### config.mk
export PLATFORM = sky130hd
export DESIGN_NAME = cp0_exception_unit
export DESIGN_NICKNAME = d
export VERILOG_FILES = /design/src/rtl/cp0_exception_unit.sv
export SDC_FILE = /design/constraint.sdc
export NUM_CORES = 1
export LEC_CHECK = 0
export CAP_MARGIN = 40
export CORE_MARGIN = 4
export CORE_UTILIZATION = 30
export CTS_BUF_LIST = sky130_fd_sc_hd__clkbuf_4 sky130_fd_sc_hd__clkbuf_8 sky130_fd_sc_hd__clkbuf_16
export DETAILED_ROUTE_END_ITERATION = 7
export GPL_TIMING_DRIVEN = 0
export PLACE_DENSITY = 0.75
export SYNTH_ARGS = -nofsm -noshare
export SYNTH_HDL_FRONTEND = slang
export SYNTH_SLANG_ARGS = --single-unit
### constraint.sdc
create_clock -name clk -period 2.8 [get_ports clk]
set_clock_uncertainty 0.2 [all_clocks]
set_input_delay 0.42 -clock clk [delete_from_list [all_inputs] [get_ports clk]]
set_output_delay 0.42 -clock clk [all_outputs]
set_load 0.005 [all_outputs]
### src/rtl/cp0_exception_unit.sv
// Coprocessor-0 Status/Cause/EPC registers with prioritised exception
// acceptance, ERET handling and a post-redirect blanking window.
module cp0_exception_unit #(
    parameter logic [31:0] EXC_VECTOR   = 32'h8000_0180,
    parameter int unsigned BLANK_CYCLES = 2
) (
    input  logic        clk,
    input  logic        rst_n,
    input  logic        valid_M,
    input  logic [31:0] pc_M,
    input  logic        exc_undef_M,
    input  logic        exc_syscall_M,
    input  logic        exc_break_M,
    input  logic        exc_ovf_M,
    input  logic        eret_M,
    input  logic [5:0]  hw_int,
    input  logic        cp0_we,
    input  logic [4:0]  cp0_waddr,
    input  logic [31:0] cp0_wdata,
    input  logic [4:0]  cp0_raddr,
    output logic [31:0] cp0_rdata,
    output logic        exc_taken,
    output logic        redirect,
    output logic [31:0] redirect_pc,
    output logic        flush,
    output logic [31:0] status_o,
    output logic [31:0] cause_o,
    output logic [31:0] epc_o
);

    typedef enum logic {IDLE, BLANK} state_t;

    localparam logic [2:0] BLANK_LOAD = 3'(BLANK_CYCLES);

    state_t      state, state_next;
    logic [2:0]  cnt, cnt_next;

    logic        ie, exl;
    logic [7:0]  im;
    logic [5:0]  sync1, sync2, ip_hw;
    logic [1:0]  ip_sw;
    logic [4:0]  exc_code;
    logic [31:0] epc;

    logic        int_pend;
    logic        exc_any;
    logic [4:0]  exc_code_sel;
    logic        eret_go;

    assign status_o = {16'h0, im, 6'h0, exl, ie};
    assign cause_o  = {16'h0, ip_hw, ip_sw, 1'b0, exc_code, 2'b00};
    assign epc_o    = epc;

    assign int_pend = ie & ~exl & (|({ip_hw, ip_sw} & im));

    always_comb begin
        exc_any      = 1'b0;
        exc_code_sel = 5'd0;
        if (state == IDLE && valid_M) begin
            if (exc_undef_M) begin
                exc_any      = 1'b1;
                exc_code_sel = 5'd10;
            end else if (exc_syscall_M) begin
                exc_any      = 1'b1;
                exc_code_sel = 5'd8;
            end else if (exc_break_M) begin
                exc_any      = 1'b1;
                exc_code_sel = 5'd9;
            end else if (exc_ovf_M) begin
                exc_any      = 1'b1;
                exc_code_sel = 5'd12;
            end else if (int_pend) begin
                exc_any      = 1'b1;
                exc_code_sel = 5'd0;
            end
        end
    end

    assign eret_go = (state == IDLE) & valid_M & eret_M & ~exc_any;

    always_comb begin
        exc_taken   = exc_any;
        redirect    = exc_any | eret_go;
        redirect_pc = '0;
        if (exc_any)
            redirect_pc = EXC_VECTOR;
        else if (eret_go)
            redirect_pc = epc;
        flush = exc_any | eret_go | (state == BLANK);
    end

    // Counter holds the number of blanking cycles still to run, including the current one.
    always_comb begin
        state_next = state;
        cnt_next   = cnt;
        case (state)
            IDLE: begin
                if (exc_any || eret_go) begin
                    state_next = BLANK;
                    cnt_next   = BLANK_LOAD;
                end
            end
            BLANK: begin
                cnt_next = cnt - 3'd1;
                if (cnt == 3'd1)
                    state_next = IDLE;
            end
        endcase
    end

    always_ff @(posedge clk or negedge rst_n) begin
        if (!rst_n) begin
            state <= IDLE;
            cnt   <= '0;
        end else begin
            state <= state_next;
            cnt   <= cnt_next;
        end
    end

    always_ff @(posedge clk or negedge rst_n) begin
        if (!rst_n) begin
            sync1    <= '0;
            sync2    <= '0;
            ip_hw    <= '0;
            ip_sw    <= '0;
            ie       <= 1'b0;
            exl      <= 1'b0;
            im       <= '0;
            exc_code <= '0;
            epc      <= '0;
        end else begin
            sync1 <= hw_int;
            sync2 <= sync1;
            ip_hw <= sync2;
            // An accepted exception drops any mtc0 issued in the same cycle.
            if (exc_any) begin
                epc      <= pc_M;
                exl      <= 1'b1;
                exc_code <= exc_code_sel;
            end else begin
                if (cp0_we) begin
                    case (cp0_waddr)
                        5'd12: begin
                            ie  <= cp0_wdata[0];
                            exl <= cp0_wdata[1];
                            im  <= cp0_wdata[15:8];
                        end
                        5'd13:   ip_sw <= cp0_wdata[9:8];
                        5'd14:   epc   <= cp0_wdata;
                        default: ;
                    endcase
                end
                if (eret_go)
                    exl <= 1'b0;
            end
        end
    end

    always_comb begin
        case (cp0_raddr)
            5'd12:   cp0_rdata = status_o;
            5'd13:   cp0_rdata = cause_o;
            5'd14:   cp0_rdata = epc;
            default: cp0_rdata = '0;
        endcase
    end

endmodule

Word-level counts from Yosys, hierarchy flattened

Index checks and enable logic that the tools add are counted.

Flip-flop bits (word level): 71
Bits in latches: 0
Memory bits (writable): 0
Memory bits (read-only): 0
Bits of input ports: 89
Output and inout bits: 163
Logic and storage cells: 68
Memories: 0

$add $sub $neg: 1
Multipliers: 0
Div/mod/pow operators: 0
Order comparisons: 0
Eq/ne operators: 8
Shift operators: 0
Muxes and demuxes: 26
Bitwise logic cells: 11
Reductions and logical operators: 11

Operators by type and width:

| operator              | count |
|---|---|
| $mux W32              | 5 |
| $pmux W32 S3          | 1 |
| $eq A5 B4 Y1 const B  | 6 |
| $mux W4               | 4 |
| $mux W1               | 12 |
| $and A8 B8 Y8         | 1 |
| $reduce_or A8 Y1      | 1 |
| $pmux W3 S2           | 1 |
| $reduce_and A3 Y1     | 2 |
| $reduce_bool A3 Y1    | 2 |
| $and A1 B1 Y1         | 5 |
| $mux W5               | 1 |
| $reduce_and A2 Y1     | 2 |
| $reduce_bool A2 Y1    | 2 |
| $eq A3 B1 Y1 const B  | 1 |
| $mux W3               | 1 |
| $not A1 Y1            | 3 |
| $sub A3 B1 Y3 const B | 1 |
| $ne A2 B1 Y1 const B  | 1 |
| $or A1 B1 Y1          | 2 |
| $pmux W1 S2           | 1 |
| $logic_and A1 B1 Y1   | 1 |
| $logic_or A1 B1 Y1    | 1 |

Depth between registers and ports, before layout

Gate-level depths: netlist of run 1.

Depth in word-level cells: 14
Gate-level depth with buffers: 8

Worst setup path before layout of run 1

No wires, ideal clock.

Kind: flip-flop to output port
Start point: reg state
End point: out redirect_pc[21]
Arrival time: 1,601 ps
Path slack: 579 ps
Stages on the path, launching flop included: 8
Buffers on the path: 3
Path through: dfrtp_1 > buf_2 > nand4bb_4 > a41oi_4 > nor3_1 > buf_2 > buf_4 > and2_1

Longest elaborated chain between the ends: 7
Elaborated cells between the ends (all ways): 9
Those cells by class: mux (3); bitwise (5); reduce/logical (1)

RTL lines:

| item                        | line | source |
|---|---|---|
| start: declaration          | 35   | `state_t state, state_next;` |
| start signal: assignment    | 116  | `state <= state_next;` |
| $not A1 Y1 (*)              | --   |  |
| $logic_and A1 B1 Y1         | 59   | `if (state == IDLE && valid_M) begin` |
| $mux W1                     | 59   |  |
| $not A1 Y1 (no source line) | --   |  |
| $and A1 B1 Y1               | 79   | `assign eret_go = (state == IDLE) & valid_M & eret_M & ~exc_any;` |
| $mux W32                    | 87   | `else if (eret_go)` |
| $mux W32 (*)                | 85   | `if (exc_any)` |
| end: declaration            | 24   | `output logic [31:0] redirect_pc,` |

Mark *: on every way between the ends. The rest lies on a longest branch, timed or not.

Worst setup path after layout of run 1

Start point: in cp0_raddr[2]
End point: out cp0_rdata[5]

Longest elaborated chain between the ends: 2
Elaborated cells between the ends (all ways): 4
Those cells by class: eq/ne (3); mux (1)

RTL lines:

| item               | line | source |
|---|---|---|
| start: declaration | 20   | `input logic [4:0] cp0_raddr,` |
| $eq A5 B4 Y1       | 161  | `case (cp0_raddr)` |
| $pmux W32 S3 (*)   | 161  |  |
| end: declaration   | 21   | `output logic [31:0] cp0_rdata,` |

Marked as above.

==> results of run 1 <==
## cell usage in the layout (no fill, tap or decap), types with 2 or more instances in the layout
cell type	count
nor3_4	2
clkinv_4	2
mux2_2	12
clkbuf_1	7
buf_2	6
buf_4	64
nand2b_1	2
and2_1	47
nor2_2	2
buf_6	5
mux2i_1	41
o21ai_0	72
a32o_1	2
clkdlybuf4s15_1	22
clkbuf_16	11
a22oi_2	4
dlymetal6s2s_1	6
a22o_1	6
nor3_1	3
clkbuf_8	3
dfrtp_1	69
clkinvlp_4	3
nand2_2	2
conb_1	42
ha_1	2
inv_1	5
nand2_1	16
clkdlybuf4s50_1	135
o21ai_1	2
nor2_4	2
dlygate4sd2_1	45
or3_1	3
## final timing paths
check / start / to / slack (ns) / cells past startpoint
min: sync1[5] / sync2[5] / 0.15 / 0
min reg2reg: sync1[5] / sync2[5] / 0.15 / 0
min in group asynchronous: rst_n / sync1[0] / 0.34 / 2
max in group asynchronous: rst_n / epc_o[17] / 1.50 / 3
max reg2reg: im[6] / im[6] / 0.49 / 5
max: cp0_raddr[2] / cp0_rdata[5] / 0.06 / 8
## cells by family (layout without fill, tap and decap cells)
group / after synthesis / after routing / share of synthesized area [%]
other: 1 / 42 / 0.0964
AO/OA/AOI/OAI: 90 / 90 / 13.4
buffers and inverters: 74 / 321 / 12.0
flip-flops: 70 / 70 / 45.0
XOR/XNOR: 1 / 1 / 0.225
adder cells (fa/ha/maj): 2 / 2 / 0.643
AND/OR/NAND/NOR: 90 / 90 / 14.5
multiplexers: 53 / 53 / 14.0
## per-layer routing
layer  vias up  GRT usage, %  wire, um
met5         -             0         0
met4         0          6.23       238
met3        19          5.20      1200
met2       169          34.0      7320
met1      1822          22.6      5650
li1       1793             -         -
## sequential cells by signal, indices dropped and copies added (netlist names)
register,cells
cnt,3
epc_o,32
exc_code,4
exl,1
ie,1
im,8
ip_hw,6
ip_sw,2
state,1
sync1,6
sync2,6
## through the flow
stage / hold WS (ns) / util, % / worst slack, ns / instances / TNS [ns]
floorplan: -0.0756 / - / 0.579 / 422 / 0
global placement: 0.131 / 50.1 / -1.31 / 803 / -140.92
detailed placement: 0.136 / 50.3 / -0.767 / 805 / -40.68
CTS: 0.150 / 54.6 / 0.000437 / 839 / 0
global route: 0.153 / 55.0 / -0.00276 / 841 / -0.00276
finish: 0.147 / 55.0 / 0.0643 / 841 / 0
## power breakdown
group          switching [uW]  internal [uW]
Clock                     453            690
Sequential                325           1330
Combinational             658           1070
Total                    1440           3090
## cell type report
cell class	count	area, um^2	area share, %
Clock buffer	9	225	3.23
Clock inverter	7	75.1	1.08
Sequential cell	70	1750	25.2
Buffer	66	520	7.47
Tap cell	172	215	3.09
Inverter	6	25.0	0.359
Multi-Input combinational cell	278	1900	27.2
Timing Repair Buffer	233	2260	32.4
## worst max-delay path, delay by kind of cell
kind            cells  cell delay [ns]
buf+inv             4             0.93
compound gates      1             0.13
simple gates        3             0.63
## what timing repair did
item,in CTS,in global routing
endpoints found under the setup margin,67,27
pin swaps,9,4
hold buffers,1,0
cloned,1,0
resized for setup,117,23
setup buffers,18,2
endpoints found under the hold margin,27,0
==> results.sh, run 1 <==
export IMPL_drt_iter0_drc=110
export IMPL_slew_headroom_pct=64.8
export IMPL_synth_edf_count=0
export IMPL_cts_buffer_depth=2
export IMPL_layout_drive_gt1_share_pct=19.7
export IMPL_ys_top_cells_by_area="dfrtp_1 45%, mux2i_1 11%, o21ai_0 9.3%"
export IMPL_grt_pass1_wl_um=21700
export IMPL_wl_um=14400
export IMPL_rows=41
export IMPL_yosysTopAreaCell="dfrtp_1"
export IMPL_hold_violations=0
export IMPL_max_stage_delay_ns=0.49
export IMPL_wl_per_cell_um=17.1
export IMPL_path_cells="clkdlybuf4s50_1, nand2_2, or3_4, nor2_4, buf_4, buf_4, a22o_1, clkdlybuf4s15_1"
export IMPL_crit_path_frequent_cell="buf_4"
export IMPL_timing_final_max_slew_violations=0
export IMPL_avgViaCountPerCell=4.52
export IMPL_antenna_found_initial=0
export IMPL_critPathKind="input pin to output port"
export IMPL_cts_num_sinks=70
export IMPL_hold_path_class="flop to flop"
export IMPL_grt_ovfl_total=0
export IMPL_worstPathRequired_ns=2.18
export IMPL_path_clk_slew_ns=0.06
export IMPL_crit_path_end_kind="output port"
export IMPL_outcome="finished clean"
export IMPL_drc_errors=0
export IMPL_synthCells=381
export IMPL_power_leakage_uw=0.00327
export IMPL_tightest_slew_ns=0.526
export IMPL_yosys_warnings=0
export IMPL_gp_congestion=0.785
export IMPL_design_area_mm2=0.00697
export IMPL_fmax_ghz=0.366
export IMPL_synth_most_common_cell="o21ai_0"
export IMPL_drtAntennaViolNets=0
export IMPL_die_area_mm2=0.0148
export IMPL_synth_common_cells="72 x o21ai_0, 70 x dfrtp_1, 48 x and2_1, 45 x buf_4, 41 x mux2i_1"
export IMPL_boundaryPins=252
export IMPL_cp_max_fo=4
export IMPL_dominantRegCellSynth="dfrtp_1"
export IMPL_num_fill_cells=1141
export IMPL_grt_pass1_vias=4072
export IMPL_min_period_ns=2.74
export IMPL_grt_max_degree=44
export IMPL_ys_types=36
export IMPL_grt_util_all_layers_pct=19.2
export IMPL_cts_tree="yes"
export IMPL_placed_area_mm2=0.00638
export IMPL_slowest_stage="clkdlybuf4s50_1"
export IMPL_initial_core_util_pct=30.7
export IMPL_postSynth_asyncResetShare_pct=100
export IMPL_synth_top_cell_area_share_pct=45.0
export IMPL_seq_area_frac_synth_pct=45.0
export IMPL_vias=3803
export IMPL_core_area_mm2=0.0127
export IMPL_arrival_ns=2.12
export IMPL_die_w_um=122
export IMPL_period_share_pct=97.7
export IMPL_port_buffer_count=209
export IMPL_root_buffer="clkbuf_16"
export IMPL_ir_drop_mv=0.413
export IMPL_die_h_um=122
export IMPL_ys_ff_latch=70
export IMPL_syn_to_final_growth_pct=79.2
export IMPL_p_per_area_mw_per_mm2=650
export IMPL_num_antenna_cells=0
export IMPL_crit_path_start_kind="input pin"
export IMPL_cts_buffers=9
export IMPL_finalPower_uw=4530
export IMPL_dr_pass1_iters=4
export IMPL_syn_area_mm2=0.00389
export IMPL_hpwlAfterDp_um=10900
export IMPL_syn_area_per_cell_um2=10.2
export IMPL_htree_levels=3
export IMPL_clkLatencyLatePin_ns=0.33
export IMPL_cap_violations=0
export IMPL_nets=755
export IMPL_setup_viol=0
(Power assumes the default switching activity.)
==> run 2: changes to the inputs <==
--- a/config.mk
+++ b/config.mk
@@ -11,7 +11,8 @@
 export CTS_BUF_LIST = sky130_fd_sc_hd__clkbuf_4 sky130_fd_sc_hd__clkbuf_8 sky130_fd_sc_hd__clkbuf_16
 export DETAILED_ROUTE_END_ITERATION = 7
 export GPL_TIMING_DRIVEN = 0
-export PLACE_DENSITY = 0.75
+export PLACE_DENSITY = 0.7
+export SETUP_SLACK_MARGIN = 0.5
 export SYNTH_ARGS = -nofsm -noshare
 export SYNTH_HDL_FRONTEND = slang
 export SYNTH_SLANG_ARGS = --single-unit
==> results.sh, run 2 (synthesized netlist as in run 1, its figures left out) <==
export IMPL_hold_path_class="flop to flop"
export IMPL_hpwlAfterDp_um=10900
export IMPL_wl_per_cell_um=17.6
export IMPL_placed_area_mm2=0.00639
export IMPL_cp_top_family="compound AO/OA/AOI/OAI gates"
export IMPL_htree_levels=3
export IMPL_r2r_worst_path_cells=6
export IMPL_slowest_stage="dfrtp_1"
export IMPL_mostFrequentLayoutCells="131 x clkdlybuf4s50_1, 74 x buf_4, 69 x dfrtp_1"
export IMPL_drt_iter0_drc=111
export IMPL_cts_tree="yes"
export IMPL_preCtsSetupSlack_ns=-0.771
export IMPL_die_w_um=122
export IMPL_crit_start="im[3]"
export IMPL_finalWorstSetupSlack_ns=0.123
export IMPL_rows=41
export IMPL_vias=3943
export IMPL_critPathKind="flop to output port"
export IMPL_cts_num_sinks=70
export IMPL_hold_depth=0
export IMPL_crit_path_start_kind="flop"
export IMPL_design_area_mm2=0.00753
export IMPL_hold_path_startpoint="sync2[5]"
export IMPL_arrival_ns=2.06
export IMPL_hold_violations=0
export IMPL_dp_cells=805
export IMPL_cp_max_fo=5
export IMPL_min_period_ns=2.68
export IMPL_fin_cells=877
export IMPL_power_leakage_uw=0.00349
export IMPL_initial_core_util_pct=30.7
export IMPL_grt_util_all_layers_pct=20.3
export IMPL_setup_viol=0
export IMPL_drtAntennaViolNets=0
export IMPL_core_area_mm2=0.0127
export IMPL_clkLatencyLatePin_ns=0.32
export IMPL_outcome="finished clean"
export IMPL_reg2reg_to="ip_sw[0]"
export IMPL_final_common_cell="clkdlybuf4s50_1"
export IMPL_crit_path_frequent_cell="buf_6"
export IMPL_p_per_area_mw_per_mm2=651
export IMPL_root_buffer="clkbuf_16"
export IMPL_grt_ovfl_total=0
export IMPL_grt_max_degree=60
export IMPL_wl_um=15500
export IMPL_die_h_um=122
export IMPL_cap_violations=0
export IMPL_max_stage_delay_ns=0.40
export IMPL_min_to="ip_hw[5]"
export IMPL_drc_errors=0
export IMPL_antenna_found_initial=0
export IMPL_dr_pass1_iters=4
export IMPL_num_antenna_cells=0
export IMPL_ir_drop_mv=0.345
export IMPL_syn_to_final_growth_pct=93.8
export IMPL_largest_reg_flops=32
export IMPL_fmax_ghz=0.374
export IMPL_avgViaCountPerCell=4.50
export IMPL_path_clk_slew_ns=0.06
export IMPL_cts_buffers=9
export IMPL_r2r_slack_ns=0.57
export IMPL_gp_congestion=0.754
export IMPL_nets=791
export IMPL_period_share_pct=95.6
export IMPL_worstPathRequired_ns=2.18
export IMPL_fin_hold_ws_ns=0.147
export IMPL_timing_final_max_slew_violations=0
export IMPL_crit_buf_inv=3
export IMPL_fin_setup_tns_ns=0
export IMPL_layout_drive_gt1_share_pct=37.3
export IMPL_rsz0062_at_grt="yes"
export IMPL_boundaryPins=252
export IMPL_r2r_start="im[3]"
export IMPL_cts_buffer_depth=2
export IMPL_path_cells="a22oi_2, a41oi_4, nor3_4, buf_6, buf_6, and2_4, buf_6"
export IMPL_grt_pass1_wl_um=23000
export IMPL_crit_path_end_kind="output port"
export IMPL_die_area_mm2=0.0148
export IMPL_grt_pass1_vias=4164
export IMPL_port_buffer_count=209
-- run 2: worst max path at each step --
stage / endpoint / slack [ns] / cells after the start
final: redirect_pc[29] / 0.12 / 7
after global routing: redirect_pc[10] / 0.01 / 7
after CTS: redirect_pc[10] / 0.07 / 8
after detailed placement: redirect_pc[29] / -0.77 / 9
after global placement: epc_o[28] / -1.33 / 1
after floorplan: redirect_pc[21] / 0.58 / 7
-- run 2: where the power goes --
part,switching [uW],internal (uW),total (uW)
Combinational,737,1260,2000
Clock,452,785,1240
Sequential,333,1330,1670
-- run 2: layout make-up --
type / instances / area, um^2
inverters: 6 / 25.0
well taps: 172 / 215
flip-flops and latches: 70 / 1750
repair buffers: 267 / 2630
plain buffers: 68 / 583
clock buffers: 9 / 225
fillers: 1095 / 5140
clock inverters: 7 / 96.3
multi-input cells: 278 / 2010
-- run 2: stage by stage --
step | total power, uW | util (%)
after floorplan | 2230 | -
after CTS | 4820 | 57.4
after global routing | 5210 | 59.5
final | 4900 | 59.5
after detailed placement | 3360 | 50.4
after global placement | 3300 | 50.1
-- run 2: timing repair --
action | in CTS | in global routing
pin swaps | 34 | 12
setup endpoints to repair | 106 | 79
setup buffers | 44 | 8
hold buffers | 1 | 0
endpoints found under the hold margin | 11 | 0
gates cloned | 3 | 0
resized for setup | 361 | 53
-- run 2: routing by layer --
layer / share of wire [%] / vias up / GRT usage (%)
met5: 0 / - / 0
met4: 0.74 / 0 / 3.57
met3: 8.3 / 10 / 6.31
met2: 51 / 166 / 36.0
met1: 40 / 1895 / 24.4
li1: - / 1872 / -
